==> src/rtl/irq_controller12.sv <==
// Prioritised interrupt controller: synchronised irq lines, edge/level pending,
// per-channel and global enables, nested in-service tracking, req/ack/eoi handshake.
module irq_controller12 #(
  parameter int NUM_IRQ     = 24,
  parameter int WORD        = 12,
  parameter int ID_W        = 5,
  parameter int SYNC_STAGES = 2
) (
  input  logic               clk,
  input  logic               rst,
  input  logic [NUM_IRQ-1:0] irq,
  input  logic [3:0]         reg_addr,
  input  logic [WORD-1:0]    reg_wdata,
  input  logic               reg_we,
  output logic [WORD-1:0]    reg_rdata,
  output logic               irq_req,
  output logic [ID_W-1:0]    irq_vec,
  input  logic               irq_ack,
  input  logic               irq_eoi
);
  // state   | meaning
  // S_IDLE  | no request outstanding, looking for a candidate
  // S_REQ   | request presented, vector frozen until ack or withdrawal
  typedef enum logic {S_IDLE, S_REQ} state_t;

  localparam int WB = (WORD > 1) ? $clog2(WORD) : 1;

  logic [SYNC_STAGES-1:0][NUM_IRQ-1:0] r_sync;
  logic [NUM_IRQ-1:0] r_prev, r_en, r_mode, r_latch, r_isr;
  logic               r_gie, r_req;
  logic [ID_W-1:0]    r_vec;
  state_t             r_state;

  logic [NUM_IRQ-1:0] w_s, w_edge, w_pend, w_isr_low, w_below, w_qual;
  logic [NUM_IRQ-1:0] w_en_wm, w_mode_wm, w_pend_wm, w_wbit, w_latch_clr;
  logic [NUM_IRQ-1:0] w_ack_oh, w_eoi_clr;
  logic [3:0]         w_sel_en, w_sel_mode, w_sel_pend;
  logic               w_wr_gie, w_cand_ok, w_frozen_ok, w_ack_ok;
  logic [ID_W-1:0]    w_cand_id, w_isr_id;
  logic [WORD-1:0]    w_rd_en, w_rd_mode, w_rd_pend, w_ctrl, w_stat;

  assign w_s    = r_sync[SYNC_STAGES-1];
  assign w_edge = w_s & ~r_prev;
  assign w_pend = (r_mode & r_latch) | (~r_mode & w_s);

  // Only channels strictly above the highest-priority in-service one may request.
  assign w_isr_low = r_isr & (~r_isr + NUM_IRQ'(1));
  assign w_below   = w_isr_low - NUM_IRQ'(1);
  assign w_qual    = w_pend & r_en & {NUM_IRQ{r_gie}} & w_below;

  assign w_frozen_ok = w_qual[r_vec];
  assign w_ack_ok    = (r_state == S_REQ) && irq_ack && w_frozen_ok;
  assign w_ack_oh    = w_ack_ok ? (NUM_IRQ'(1) << r_vec) : '0;
  assign w_eoi_clr   = irq_eoi ? w_isr_low : '0;
  assign w_wr_gie    = reg_we && (reg_addr == 4'd12);

  always_comb begin
    w_sel_en   = '0;
    w_sel_mode = '0;
    w_sel_pend = '0;
    if (reg_we) begin
      case (reg_addr[3:2])
        2'd0:    w_sel_en[reg_addr[1:0]]   = 1'b1;
        2'd1:    w_sel_mode[reg_addr[1:0]] = 1'b1;
        2'd2:    w_sel_pend[reg_addr[1:0]] = 1'b1;
        default: ;
      endcase
    end
  end

  always_comb begin
    w_en_wm   = '0;
    w_mode_wm = '0;
    w_pend_wm = '0;
    w_wbit    = '0;
    w_rd_en   = '0;
    w_rd_mode = '0;
    w_rd_pend = '0;
    for (int n = 0; n < NUM_IRQ; n++) begin
      w_en_wm[n]   = w_sel_en[2'(n / WORD)];
      w_mode_wm[n] = w_sel_mode[2'(n / WORD)];
      w_pend_wm[n] = w_sel_pend[2'(n / WORD)];
      w_wbit[n]    = reg_wdata[WB'(n % WORD)];
      if (2'(n / WORD) == reg_addr[1:0]) begin
        w_rd_en[WB'(n % WORD)]   = r_en[n];
        w_rd_mode[WB'(n % WORD)] = r_mode[n];
        w_rd_pend[WB'(n % WORD)] = w_pend[n];
      end
    end
  end

  assign w_latch_clr = (w_pend_wm & w_wbit) | w_ack_oh | w_mode_wm;

  always_comb begin
    w_cand_ok = 1'b0;
    w_cand_id = '0;
    w_isr_id  = '0;
    for (int i = NUM_IRQ - 1; i >= 0; i--) begin
      if (w_qual[i]) begin
        w_cand_ok = 1'b1;
        w_cand_id = ID_W'(i);
      end
      if (r_isr[i]) w_isr_id = ID_W'(i);
    end
  end

  always_comb begin
    w_ctrl             = '0;
    w_ctrl[0]          = r_gie;
    w_stat             = '0;
    w_stat[ID_W-1:0]   = w_isr_id;
    w_stat[WORD-1]     = |r_isr;
    reg_rdata          = '0;
    case (reg_addr[3:2])
      2'd0: reg_rdata = w_rd_en;
      2'd1: reg_rdata = w_rd_mode;
      2'd2: reg_rdata = w_rd_pend;
      default: begin
        if (reg_addr[1:0] == 2'd0)      reg_rdata = w_ctrl;
        else if (reg_addr[1:0] == 2'd1) reg_rdata = w_stat;
      end
    endcase
  end

  always_ff @(posedge clk or negedge rst) begin
    if (!rst) begin
      r_sync  <= '0;
      r_prev  <= '0;
      r_en    <= '0;
      r_mode  <= '0;
      r_latch <= '0;
      r_isr   <= '0;
      r_gie   <= 1'b0;
    end else begin
      r_sync  <= {r_sync[SYNC_STAGES-2:0], irq};
      r_prev  <= w_s;
      r_en    <= (r_en & ~w_en_wm) | (w_wbit & w_en_wm);
      r_mode  <= (r_mode & ~w_mode_wm) | (w_wbit & w_mode_wm);
      // A fresh edge beats any clear arriving in the same cycle.
      r_latch <= (r_latch & ~w_latch_clr) | (w_edge & r_mode);
      r_isr   <= (r_isr & ~w_eoi_clr) | w_ack_oh;
      if (w_wr_gie) r_gie <= reg_wdata[0];
    end
  end

  always_ff @(posedge clk or negedge rst) begin
    if (!rst) begin
      r_state <= S_IDLE;
      r_req   <= 1'b0;
      r_vec   <= '0;
    end else begin
      case (r_state)
        S_IDLE: begin
          if (w_cand_ok) begin
            r_state <= S_REQ;
            r_req   <= 1'b1;
            r_vec   <= w_cand_id;
          end
        end
        S_REQ: begin
          if (!w_frozen_ok || irq_ack) begin
            r_state <= S_IDLE;
            r_req   <= 1'b0;
          end
        end
        default: begin
          r_state <= S_IDLE;
          r_req   <= 1'b0;
        end
      endcase
    end
  end

  assign irq_req = r_req;
  assign irq_vec = r_vec;

endmodule
==> config.mk <==
export PLATFORM = sky130hd
export DESIGN_NAME = irq_controller12
export DESIGN_NICKNAME = d
export VERILOG_FILES = /design/src/rtl/irq_controller12.sv
export SDC_FILE = /design/constraint.sdc
export NUM_CORES = 1
export LEC_CHECK = 0
export ABC_AREA = 1
export BUFFER_PORTS_ARGS = -buffer_cell sky130_fd_sc_hd__buf_2
export CAP_MARGIN = 20
export CORE_ASPECT_RATIO = 1.4
export CORE_MARGIN = 2
export CORE_UTILIZATION = 50
export DETAILED_ROUTE_END_ITERATION = 8
export PLACE_DENSITY_LB_ADDON = 0.15
export SYNTH_ARGS = -nofsm -noshare
export SYNTH_HDL_FRONTEND = slang
export SYNTH_SLANG_ARGS = --single-unit
==> constraint.sdc <==
create_clock -name clk -period 4.7 [get_ports clk]
set_input_delay 0.235 -clock clk [delete_from_list [all_inputs] [get_ports clk]]
set_output_delay 0.235 -clock clk [all_outputs]
set_load 0.005 [all_outputs]
==> summary by stage <==
Min path
The hold path startpoint is irq_ack. The hold-critical path depth is 3. The path with the worst hold slack has its endpoint at irq_req$_DFFE_PN0P_. The worst min-delay path category is primary input to register.

Power and ir drop
Of the total power, the share spent switching nets is 39.32%. The net switching component of the power is 1.946 mW. The worst voltage drop across the vdd grid is 0.0002993 V. Cell internal power was estimated by the tool at 3.002 mW. Per report_power, the sequential group accounts for 39.0% of the total. Of the total power, combinational logic draws 32.1%.

The cell leakage power is 4.699 nW. For this design the ratio of total power to cell area is 518.3 nW/um2. The clock network burns 28.9% of the power.

Route
The number of detailed-route iterations in the first pass is 8. After detailed routing, the average wire length per cell comes to 18.67 um. The number of design rule violations left after detail routing is 0. The total wire length after detailed routing is 23730 um. The average vias per placed instance is 5.533.

The count of nets left with antenna violations once routing finished came out at 0. The initial detailed-routing violation count is 529. The via count of the routed design is 7032.

Global route
The met3 track demand over resource in global routing is 4.274%. The initial antenna violation count is 0. The layer flagged by global routing as most heavily used is met2. The overall track demand over capacity in global routing is 28.00%.

The first-pass GRT wire length is 37230 um. The total congestion overflow is 0. Global routing used 35.18% of the available met1 tracks. Global routing consumed, on the met2 layer, 46.30% of the routing resources. The number of global-route vias before repair came to 6886.

The pin count of the biggest net entering global routing is 108.

Logic synthesis
The synthesized instance count is 977. The most used flip-flop cell after synthesis is sky130_fd_sc_hd__dfrtp_1. The share of synthesized flip-flops with an asynchronous set or reset is 100.0%. By area the synthesized netlist is led by sky130_fd_sc_hd__dfrtp_1, sky130_fd_sc_hd__nand2_1, sky130_fd_sc_hd__inv_1, sky130_fd_sc_hd__nor2_1, sky130_fd_sc_hd__o21ai_0. The share of the Yosys chip area taken by registers is 53.44%. The cell type contributing the most total cell area after synthesis is sky130_fd_sc_hd__dfrtp_1. The number of warnings printed during yosys synthesis is 0. After synthesis, the mean cell area works out to 8.436 um2.

Summed over its instances, the top area cell type makes up 53.44% of the synthesized netlist area. Yosys mapped a number of flops with a built-in enable equal to 0. The number of synthesized register bits is 176. Summing every instance area after synthesis gives 8242 um2.

The commonest cells after synthesis are sky130_fd_sc_hd__nand2_1, sky130_fd_sc_hd__dfrtp_1, sky130_fd_sc_hd__inv_1. The number of different library cells in the post-synthesis netlist is 46. The most repeated cell in the gate-level netlist after synthesis is sky130_fd_sc_hd__nand2_1.

Critical path
The type of the worst setup path is register to register. Counting buffers and inverters, the worst setup path is 13 cells deep. The cell type of the slowest stage on the worst timing path is sky130_fd_sc_hd__nor4_1.

Measured in cells, the most critical reg-to-reg path has a length of 13. The worst register-to-register path has a setup slack of 1.36 ns. Together, buffers and inverters on the worst path number 2. The worst setup path is launched from a register. The critical register-to-register path startpoint is r_gie$_DFFE_PN0P_. For this run, the slowest stage of the critical path takes 0.68 ns. The kind of end point of the critical path is a register. The signal on the critical path passes through inv_1, nor4_1, inv_1, nand2_1, nand3_1, a221oi_1, o221ai_1, nand3_1, nand2_2, nor2_8, nand3_4, nor2_1, o22ai_1. The top cell family by delay on the critical path is simple AND/OR/NAND/NOR gates.

The worst register-to-register path ends at r_latch[13]$_DFF_PN0_. Data on the critical path is required at its endpoint by 5.01 ns. In this run the worst path has a maximum fanout of 16. The most critical setup path has its startpoint at r_gie$_DFFE_PN0P_.

Data on the critical path arrives at its endpoint at 3.65 ns.

Floorplan
The total core area is 16170 um2. The number of rows in the core area is 55. For this configuration, the core starts out at a cell density of 50.96%. The die covers 17540 um2. The chip height is 155.9 um. The die width is 112.5 um.

The number of top-level pins is 63.

Timing
The maximum clock skew at final layout is 0.01326 ns. In the final timing run, aggregate negative setup slack is 0 ns. Setup repair after global routing left no endpoint under its margin. The tightest slew margin relative to the limit is 31.04%. The share of the cycle needed by the critical path after routing is 71.10%. The final number of max-transition violations is 0. For the finished layout, the period the worst path requires is 3.342 ns.

The highest clock frequency the design can meet is 299.3 MHz. At the pin with the least slew margin, the transition time is 1.031 ns. The count of final hold-check violations is 0.

Setup violations remaining at the end of the flow were counted as 0.

Clock tree
Counting every sink on the clock net gives 176. The number of buffers added for setup after CTS is 0. The clock transition time at the flip-flop clock pins of the worst setup and hold paths is 0.07 ns.

The maximum clock insertion buffer count is 2. The insertion delay of the later-clocked pin in the worst-skew pair is 0.44 ns. The CTS H-tree depth is 4.

CTS placed an instance of sky130_fd_sc_hd__clkbuf_16 at the clock tree root. The CTS buffer count is 17. TritonCTS built the clock tree.

Placement
The weighted congestion reported at the end of routability-driven placement is 0.9690. The cell area after placement is 8701 um2. The placed wire-length estimate after detailed placement is 17690 um. The number of input and output port buffers inserted is 55.

Cells and area
The finished layout cell area is 9548 um2. The area used by multi-input combinational logic is 3183 um2. The layout-stage area growth over the synthesis result is 15.85%.

Cells with a size suffix above 1 make up 13.06% of the layout. The count of fill cells added during filler insertion is 1449. The final layout net count is 1105. Registers take 4404 um2.

The final antenna diode count is 0.

Outcome
The flow ran to the end, and the final reports show no timing, DRC or antenna violations.

Flow run
The count of max-cap constraint violations is 0.
metrics by stage:
stage	instances	hold slack [ns]	setup WS, ns	utilization [%]	power (mW)
finish	1271	0.08229	1.358	59.04	4.948
floorplan	979	-0.06059	2.276	-	2.995
detailed placement	1215	0.3347	1.366	53.80	3.511
global placement	1215	0.3314	1.423	53.80	3.502
CTS	1271	0.07084	1.358	59.04	4.960
global route	1271	0.09091	1.127	59.04	5.239
cell families after synthesis:
logic type	count (synthesis)	synth area share, %
and+or+nand+nor	421	22.45
AOI/OAI and AO/OA	203	14.82
DFF	176	53.44
buffers and inverters	166	8.031
muxes	10	1.215
other	1	0.04550
cell usage in the layout (no fill, tap or decap), types with 3 or more instances in the layout:
| cell | n |
|---|---|
| sky130_fd_sc_hd__nand2_1 | 213 |
| sky130_fd_sc_hd__dfrtp_1 | 176 |
| sky130_fd_sc_hd__inv_1 | 134 |
| sky130_fd_sc_hd__nor2_1 | 119 |
| sky130_fd_sc_hd__o21ai_0 | 88 |
| sky130_fd_sc_hd__buf_2 | 54 |
| sky130_fd_sc_hd__o22ai_1 | 37 |
| sky130_fd_sc_hd__nand3_1 | 32 |
| sky130_fd_sc_hd__dlygate4sd3_1 | 25 |
| sky130_fd_sc_hd__a21oi_1 | 19 |
| sky130_fd_sc_hd__clkbuf_16 | 17 |
| sky130_fd_sc_hd__nand4_1 | 11 |
| sky130_fd_sc_hd__nor2_4 | 10 |
| sky130_fd_sc_hd__mux2i_1 | 10 |
| sky130_fd_sc_hd__o211ai_1 | 10 |
| sky130_fd_sc_hd__nor3_1 | 9 |
| sky130_fd_sc_hd__o21ai_2 | 9 |
| sky130_fd_sc_hd__o21ai_1 | 8 |
| sky130_fd_sc_hd__o31ai_1 | 7 |
| sky130_fd_sc_hd__or2_2 | 6 |
| sky130_fd_sc_hd__nor4_1 | 6 |
| sky130_fd_sc_hd__buf_4 | 6 |
| sky130_fd_sc_hd__a22oi_1 | 5 |
| sky130_fd_sc_hd__inv_2 | 5 |
| sky130_fd_sc_hd__nand2_4 | 4 |
| sky130_fd_sc_hd__nor2_2 | 4 |
| sky130_fd_sc_hd__nand2_2 | 4 |
| sky130_fd_sc_hd__inv_6 | 4 |
| sky130_fd_sc_hd__a221oi_1 | 3 |
| sky130_fd_sc_hd__a31oi_1 | 3 |
| sky130_fd_sc_hd__conb_1 | 3 |
| sky130_fd_sc_hd__clkinv_8 | 3 |
| sky130_fd_sc_hd__inv_8 | 3 |
final cells by class:
type | instances | share of cell area, %
sequential | 176 | 46.13
multi-input combinational | 637 | 33.34
timing repair buffer | 86 | 6.067
inverter | 142 | 5.609
clock buffer | 17 | 4.456
tap | 199 | 2.608
clock inverter | 14 | 1.795
metal layers:
metal | part of all wire, % | vias to the layer above
li1 | - | 3357
met1 | 40 | 3354
met2 | 49 | 257
met3 | 5.0 | 64
met4 | 5.8 | 0
met5 | 0 | -
worst register-to-register path: cells and delay by family (launching register included):
kind	cells	cell delay, ns
and+or+nand+nor	8	1.90
buffers and inverters	2	0.39
AOI/OAI and AO/OA	3	0.57
DFF	1	0.35
power by group through the flow:
stage / combinational [mW] / clock (mW) / sequential, mW
2_1_floorplan: 1.10 / 0 / 1.90
3_3_place_gp: 1.55 / 0 / 1.95
3_5_place_dp: 1.55 / 0 / 1.96
4_1_cts: 1.58 / 1.45 / 1.93
5_1_grt: 1.76 / 1.52 / 1.96
6_report: 1.59 / 1.43 / 1.93
how the worst max path moves through the flow:
stage	endpoint	slack, ns
after detailed placement	r_latch[13]$_DFF_PN0_	1.37
final	r_latch[13]$_DFF_PN0_	1.36
after global placement	r_latch[12]$_DFF_PN0_	1.42
after global routing	r_latch[11]$_DFF_PN0_	1.13
after floorplan	r_latch[15]$_DFF_PN0_	2.28
after CTS	r_latch[13]$_DFF_PN0_	1.36
what timing repair did:
action                    in CTS  in global routing
hold buffers                  25                  0
gates resized for setup        0                  0
hold endpoints to repair     129                  0
No activity file was read; power rests on OpenSTA's default activity.
